--- src/rtl/mem_wb_stage.sv ---
// MEM/WB stage: issues loads/stores, waits on mem_ready, registers writeback.
// Define MEM_TIMEOUT_EN to abort accesses after TIMEOUT_CYCLES busy cycles.
module mem_wb_stage #(
  parameter int unsigned TIMEOUT_CYCLES = 255
) (
  input  logic        clock,
  input  logic        reset,
  input  logic [31:0] alu_in,
  input  logic [31:0] rt_in,
  input  logic [4:0]  dst_in,
  input  logic        reg_write_in,
  input  logic        mem_reg_dst_in,
  input  logic        mem_write_in,
  output logic        stall,
  output logic        mem_req,
  output logic        mem_we,
  output logic [31:0] mem_addr,
  output logic [31:0] mem_wdata,
  input  logic [31:0] mem_rdata,
  input  logic        mem_ready,
  output logic [31:0] wb_data,
  output logic [4:0]  wb_dst,
  output logic        wb_reg_write,
  output logic        bus_error
);

  typedef enum logic {IDLE, BUSY} state_t;

  localparam logic [7:0] TO_LAST = 8'(TIMEOUT_CYCLES - 1);

  state_t      state_q, state_d;
  logic        mem_req_q, mem_req_d;
  logic        mem_we_q, mem_we_d;
  logic [31:0] mem_addr_q, mem_addr_d;
  logic [31:0] mem_wdata_q, mem_wdata_d;
  logic [31:0] wb_data_q, wb_data_d;
  logic [4:0]  wb_dst_q, wb_dst_d;
  logic        wb_rw_q, wb_rw_d;

  logic mem_op, is_load, wr_ok, timeout_hit;

  // Both flags set counts as a store.
  assign mem_op  = mem_reg_dst_in | mem_write_in;
  assign is_load = mem_reg_dst_in & ~mem_write_in;
  assign wr_ok   = reg_write_in & (dst_in != 5'd0);

`ifdef MEM_TIMEOUT_EN
  logic [7:0] cnt_q, cnt_d;
  logic       berr_q, berr_d;

  assign timeout_hit = (state_q == BUSY) & (cnt_q == TO_LAST)
                     & ~mem_ready;

  always_comb begin
    cnt_d  = cnt_q;
    berr_d = berr_q | timeout_hit;
    if (state_q == IDLE)
      cnt_d = 8'd0;
    else if (!mem_ready)
      cnt_d = cnt_q + 8'd1;
  end

  always_ff @(posedge clock or posedge reset) begin
    if (reset) begin
      cnt_q  <= 8'd0;
      berr_q <= 1'b0;
    end else begin
      cnt_q  <= cnt_d;
      berr_q <= berr_d;
    end
  end

  assign bus_error = berr_q;
`else
  logic [7:0] unused_to;
  assign unused_to   = TO_LAST;
  assign timeout_hit = 1'b0;
  assign bus_error   = 1'b0;
`endif

  assign stall = ((state_q == IDLE) & mem_op)
               | ((state_q == BUSY) & ~mem_ready & ~timeout_hit);

  always_comb begin
    state_d     = state_q;
    mem_req_d   = mem_req_q;
    mem_we_d    = mem_we_q;
    mem_addr_d  = mem_addr_q;
    mem_wdata_d = mem_wdata_q;
    wb_data_d   = wb_data_q;
    wb_dst_d    = wb_dst_q;
    wb_rw_d     = wb_rw_q;
    unique case (state_q)
      IDLE: begin
        if (mem_op) begin
          mem_req_d   = 1'b1;
          mem_we_d    = mem_write_in;
          mem_addr_d  = alu_in;
          mem_wdata_d = rt_in;
          wb_rw_d     = 1'b0;
          state_d     = BUSY;
        end else begin
          mem_req_d = 1'b0;
          mem_we_d  = 1'b0;
          wb_data_d = alu_in;
          wb_dst_d  = dst_in;
          wb_rw_d   = wr_ok;
        end
      end
      BUSY: begin
        wb_rw_d = 1'b0;
        if (mem_ready) begin
          mem_req_d = 1'b0;
          mem_we_d  = 1'b0;
          wb_dst_d  = dst_in;
          state_d   = IDLE;
          if (is_load) begin
            wb_data_d = mem_rdata;
            wb_rw_d   = wr_ok;
          end
        end else if (timeout_hit) begin
          mem_req_d = 1'b0;
          mem_we_d  = 1'b0;
          state_d   = IDLE;
        end
      end
      default: state_d = IDLE;
    endcase
  end

  always_ff @(posedge clock or posedge reset) begin
    if (reset) begin
      state_q     <= IDLE;
      mem_req_q   <= 1'b0;
      mem_we_q    <= 1'b0;
      mem_addr_q  <= 32'd0;
      mem_wdata_q <= 32'd0;
      wb_data_q   <= 32'd0;
      wb_dst_q    <= 5'd0;
      wb_rw_q     <= 1'b0;
    end else begin
      state_q     <= state_d;
      mem_req_q   <= mem_req_d;
      mem_we_q    <= mem_we_d;
      mem_addr_q  <= mem_addr_d;
      mem_wdata_q <= mem_wdata_d;
      wb_data_q   <= wb_data_d;
      wb_dst_q    <= wb_dst_d;
      wb_rw_q     <= wb_rw_d;
    end
  end

  assign mem_req      = mem_req_q;
  assign mem_we       = mem_we_q;
  assign mem_addr     = mem_addr_q;
  assign mem_wdata    = mem_wdata_q;
  assign wb_data      = wb_data_q;
  assign wb_dst       = wb_dst_q;
  assign wb_reg_write = wb_rw_q;

endmodule
--- config.mk ---
export PLATFORM = sky130hd
export DESIGN_NAME = mem_wb_stage
export DESIGN_NICKNAME = d
export VERILOG_FILES = /design/src/rtl/mem_wb_stage.sv
export SDC_FILE = /design/constraint.sdc
export NUM_CORES = 1
export LEC_CHECK = 0
export ABC_CLOCK_PERIOD_IN_PS = 6750
export CAP_MARGIN = 10
export CORE_MARGIN = 4
export CORE_UTILIZATION = 45
export CTS_BUF_LIST = sky130_fd_sc_hd__clkbuf_4 sky130_fd_sc_hd__clkbuf_8
export CTS_CLUSTER_SIZE = 16
export DETAILED_ROUTE_END_ITERATION = 10
export PLACE_DENSITY = 0.88
export SLEW_MARGIN = 10
export SYNTH_ARGS = -nofsm -noshare
export SYNTH_HDL_FRONTEND = slang
export SYNTH_SLANG_ARGS = --single-unit
export TNS_END_PERCENT = 1
--- constraint.sdc ---
create_clock -name clock -period 6.75 [get_ports clock]
set_input_delay 1.35 -clock clock [delete_from_list [all_inputs] [get_ports clock]]
set_output_delay 1.35 -clock clock [all_outputs]
set_load 0.05 [all_outputs]
; After elaboration in Yosys (flattened, before gate mapping)
; Index checks and enable logic that the tools add are counted.
[word_totals]
register_bits = 105
input_bits = 107
out_inout_bits = 106
elab_cells = 42
[classes]
eq_ne = 3
n_mux = 18
bitwise_logic = 9
reduce_logical = 4
[op_table]
columns = operator, n
row1 = $mux 32, 3
row2 = $pmux 32 s2, 1
row3 = $mux 5, 2
row4 = $pmux 5 s2, 1
row5 = $pmux 1 s2, 4
row6 = $mux 1, 7
row7 = $reduce_bool 5->1, 1
row8 = $and 1x1->1, 4
row9 = $ne 2x2->1 const B, 2
row10 = $reduce_and 2->1, 2
row11 = $not 1->1, 3
row12 = $reduce_and 3->1, 1
row13 = $ne 2x1->1 const B, 1
row14 = $or 1x1->1, 2

; Longest topological paths before layout
[logic_depth]
ltp_word = 5
mapped_depth = 6
depth_no_buf = 3

; Worst setup path after synthesis
; Ideal clock, no wire load.
[synth_path]
path_kind = input port to output port
start = input mem_reg_dst_in
end = output stall
arrival_ns = 2.018
setup_slack_ns = 3.382
stages = 2
cell_sequence = nor3_2 > a21oi_2
[synth_between]
elab_chain_cells = 3
[synth_rtl]
columns = item, line
row1 = "start, declared", 12  ; input logic mem_reg_dst_in,
row2 = $or 1x1->1, 43  ; assign mem_op = mem_reg_dst_in | mem_write_in;
row3 = $and 1x1->1, 81  ; assign stall = ((state_q == IDLE) & mem_op)
row4 = $or 1x1->1, 82  ; | ((state_q == BUSY) & ~mem_ready & ~timeout_hit);
row5 = "end, declared", 14  ; output logic stall,
; Every way passes these cells.

; Final worst setup path
; Ends and elaborated chain as after synthesis.

==> results summary <==
The fraction of power consumed by sequential logic came out at 35.9%. Detailed placement ended at an HPWL of 8630 um. The worst stage delay on the critical path is 880 ps. TritonCTS built the clock tree. The path type of the worst setup path is primary input to primary output.

The register area share after synthesis is 61.3%. The total global routing overflow came out at 0. The slew at the pin with the worst max-slew slack is 1120 ps. CTS placed an instance of sky130_fd_sc_hd__clkbuf_8 at the clock tree root. The number of maximum-capacitance constraint violations is 0.

The clock latency at the later pin of the worst-skew pair is 340 ps. The share of the cycle needed by the critical path after routing came out at 72.5%. The number of CTS-inserted buffers is 9. In the routed layout, each cell is associated on average with a via count of 4.97.

The count of buffers added on input and output ports is 211. On the final layout, the worst clock skew is 13.9 ps. The detail route stage leaves a number of antenna-violating nets equal to 0. After detailed routing, the average wire length per cell comes to 17.8 um. The power density over the cells is 358 nW/um^2. The number of buffers added for setup after CTS came out at 0. For this run, the top clock speed supported by timing is 204 MHz. The final total negative setup slack is 0 ps. The floorplan step defined a die boundary enclosing 11,200 um^2. The static leakage is 2.80 nW. The fraction of layout cells with a size suffix above 1 is 18.8%.

The largest fanout on the critical path is 34. The worst setup path is launched from a primary input. In this run, distinct cell masters in the synthesized netlist total 21.

In the final layout, flip-flops and latches occupy 2630 um^2. The final standard cell count with taps included and fillers excluded is 644. The die is 106 um wide. The global-route usage over all layers came out at 20.6%. The first-pass GRT wire length came out at 18,100 um. The die span in y came out at 106 um. The total internal power came out at 1.39 mW. The number of DRC markers in iteration 0 came out at 73.

The tightest slew margin relative to the limit is 25.6%. The final net count is 617. The DRC violation count after routing is 0. In this run the mean area of a mapped cell was 14.0 um^2.

Once the floorplan was initialized, standard cells occupied 46.4% of the core. The routed via count came out at 3,203. The number of antenna violations at the first check in global routing is 0.

The combinational share of power came out at 47.2%. The post-synthesis to final-layout area growth came out at 55.8%. The largest individual stage delay along the critical path comes from the cell sky130_fd_sc_hd__clkdlybuf4s50_1. Traced cell by cell, the critical path runs through clkdlybuf4s50_1 -> nor3_4 -> buf_4 -> a21oi_2 -> clkdlybuf4s50_1.

The routed wire length came out at 11,500 um. The core region is 9240 um^2. The cell occurring most often along the worst timing path is sky130_fd_sc_hd__clkdlybuf4s50_1. The number of max-slew violations in the final report was 0.

The placed instance count came out at 628. The count of fill cells added during filler insertion came out at 660. The flip-flop and latch count after synthesis is 105. The largest net degree at the start of global routing came out at 60. The number of standard-cell rows in the floorplan came out at 35. The worst hold slack across all endpoints came out at 512 ps.

Setup repair after global routing left no endpoint under its margin. The post-synthesis net count came out at 414. The routed design could run at a clock period as short as 4900 ps. The final-report setup violation count came out at 0.

The number of global-route vias before repair is 3,473. The worst hold-check path type is register to register. 213 I/O pins were placed. Net switching is 41.9% of the power.

The TritonCTS sink count came out at 105. STA classifies the critical path endpoint as a primary output. The maximum level of the CTS H-tree is 3. Routability-driven placement finished with a final weighted congestion of 0.752.

The mapped netlist covers 4290 um^2. The overall power of the completed layout came out at 2.39 mW. The multi-input gate area in the final layout came out at 1530 um^2. The number of detailed-route iterations in the first pass came out at 4.

STA puts the critical path data required time at 5400 ps. The largest voltage drop on the vdd net came out at 183 uV. The net switching component of the power came out at 1.00 mW. The worst endpoint data arrival time came out at 3550 ps. The warning count from the yosys run is 0. The run finished with clean final reports. The final hold violation count is 0. The post-layout utilization of the core is 72.3%.

The cell count after synthesis came out at 307. Per report_power, the clock group accounts for 16.8% of the total. The number of gates given a new drive strength after cts is 0. The quantity of hold-fixing buffers added after cts came out at 0.

After clock tree synthesis, the clock-pin slew on the worst setup and hold paths is 100 ps. 0 antenna diodes ended up in the layout. The clock passes through at most 2 buffers.
==> cells by family (layout without fill, tap and decap cells) <==
group | after synthesis | after routing | synth area share, %
flops | 105 | 105 | 61.3
mux | 101 | 101 | 25.6
compound gates | 37 | 37 | 4.81
simple gates | 37 | 37 | 4.67
buf+inv | 26 | 234 | 3.56
other cells | 1 | 1 | 0.0875
==> flip-flops by register name, indices dropped and copies added (netlist names) <==
signal        count
mem_addr         32
mem_we            1
mem_req           1
wb_reg_write      1
state_q           1
wb_dst            5
mem_wdata        32
wb_data          32
==> cell usage in the layout (no fill, tap or decap), drive strengths merged <==
cell	netlist	final
inv	3	3
nand3b	1	1
clkdlybuf4s50	0	211
mux2i	32	32
o21ai	1	1
clkbuf	6	12
bufinv	0	1
dfrtp	105	105
o311a	1	1
or3	1	1
a21boi	1	1
mux2	69	69
buf	17	4
or2	1	1
and4b	1	1
nor3	33	33
clkinv	0	2
clkinvlp	0	1
o21bai	1	1
conb	1	1
a21oi	33	33
==> path summary, 6_finish.rpt <==
kind,start,to,slack (ps),depth (start not counted)
worst max-delay path,mem_reg_dst_in,stall,1850,5
worst min-delay path,mem_wdata[2],mem_wdata[2],510,1
worst max register to register,state_q,mem_addr[5],4000,3
worst min register to register,mem_wdata[2],mem_wdata[2],510,1
max in group asynchronous,reset,mem_addr[19],4140,3
min in group asynchronous,reset,mem_addr[16],1410,2
==> per-layer routing <==
metal / part of all wire [%] / vias up / global-route usage [%]
li1: - / 1496 / -
met1: 38 / 1567 / 24.1
met2: 51 / 130 / 35.2
met3: 9.3 / 10 / 8.51
met4: 1.2 / 0 / 5.37
met5: 0 / - / 0
==> power by group through the flow <==
| stage | logic [mW] | clock network (mW) | registers (mW) |
|---|---|---|---|
| 2_1_floorplan | 0.214 | 0 | 1.37 |
| 3_3_place_gp | 1.12 | 0 | 0.860 |
| 3_5_place_dp | 1.14 | 0 | 0.873 |
| 4_1_cts | 1.14 | 0.413 | 0.860 |
| 5_1_grt | 1.17 | 0.443 | 0.880 |
| 6_report | 1.13 | 0.402 | 0.859 |
==> critical path, delay by kind of cell <==
family / cells / cell delay, ps
AND/OR/NAND/NOR: 1 / 60
AO/OA/AOI/OAI: 1 / 360
buffers and inverters: 3 / 1770
==> synth_stat cells <==
cell type,instances,share of area [%]
sky130_fd_sc_hd__dfrtp_1,105,61
sky130_fd_sc_hd__mux2_2,69,18
sky130_fd_sc_hd__mux2i_1,32,7.5
sky130_fd_sc_hd__nor3_1,32,3.7
sky130_fd_sc_hd__a21oi_1,30,3.5
sky130_fd_sc_hd__buf_2,8,0.93
sky130_fd_sc_hd__buf_4,6,1.1
sky130_fd_sc_hd__clkbuf_1,6,0.53
sky130_fd_sc_hd__a21oi_2,3,0.61
sky130_fd_sc_hd__buf_6,3,0.79
sky130_fd_sc_hd__inv_1,3,0.26
sky130_fd_sc_hd__a21boi_0,1,0.18
sky130_fd_sc_hd__and4b_1,1,0.23
sky130_fd_sc_hd__conb_1,1,0.087
sky130_fd_sc_hd__nand3b_1,1,0.18
sky130_fd_sc_hd__nor3_2,1,0.23
sky130_fd_sc_hd__o21ai_0,1,0.12
sky130_fd_sc_hd__o21bai_1,1,0.18
sky130_fd_sc_hd__o311a_1,1,0.23
sky130_fd_sc_hd__or2_1,1,0.15
sky130_fd_sc_hd__or3_1,1,0.15
==> through the flow <==
stage,cell area (um^2),setup slack [ps]
final,6680,1850
after detailed placement,6470,1820
after floorplan,4290,2640
after global routing,6680,1750
after global placement,6470,1880
after CTS,6680,1820
==> layout make-up <==
type | instances | share of cell area [%]
multi-input combinational | 176 | 22.8
timing repair buffer | 215 | 32.1
clock buffer | 12 | 2.38
tap | 129 | 2.42
sequential | 105 | 39.3
inverter | 3 | 0.206
clock inverter | 4 | 0.768
No activity file was read; power rests on OpenSTA's default activity.
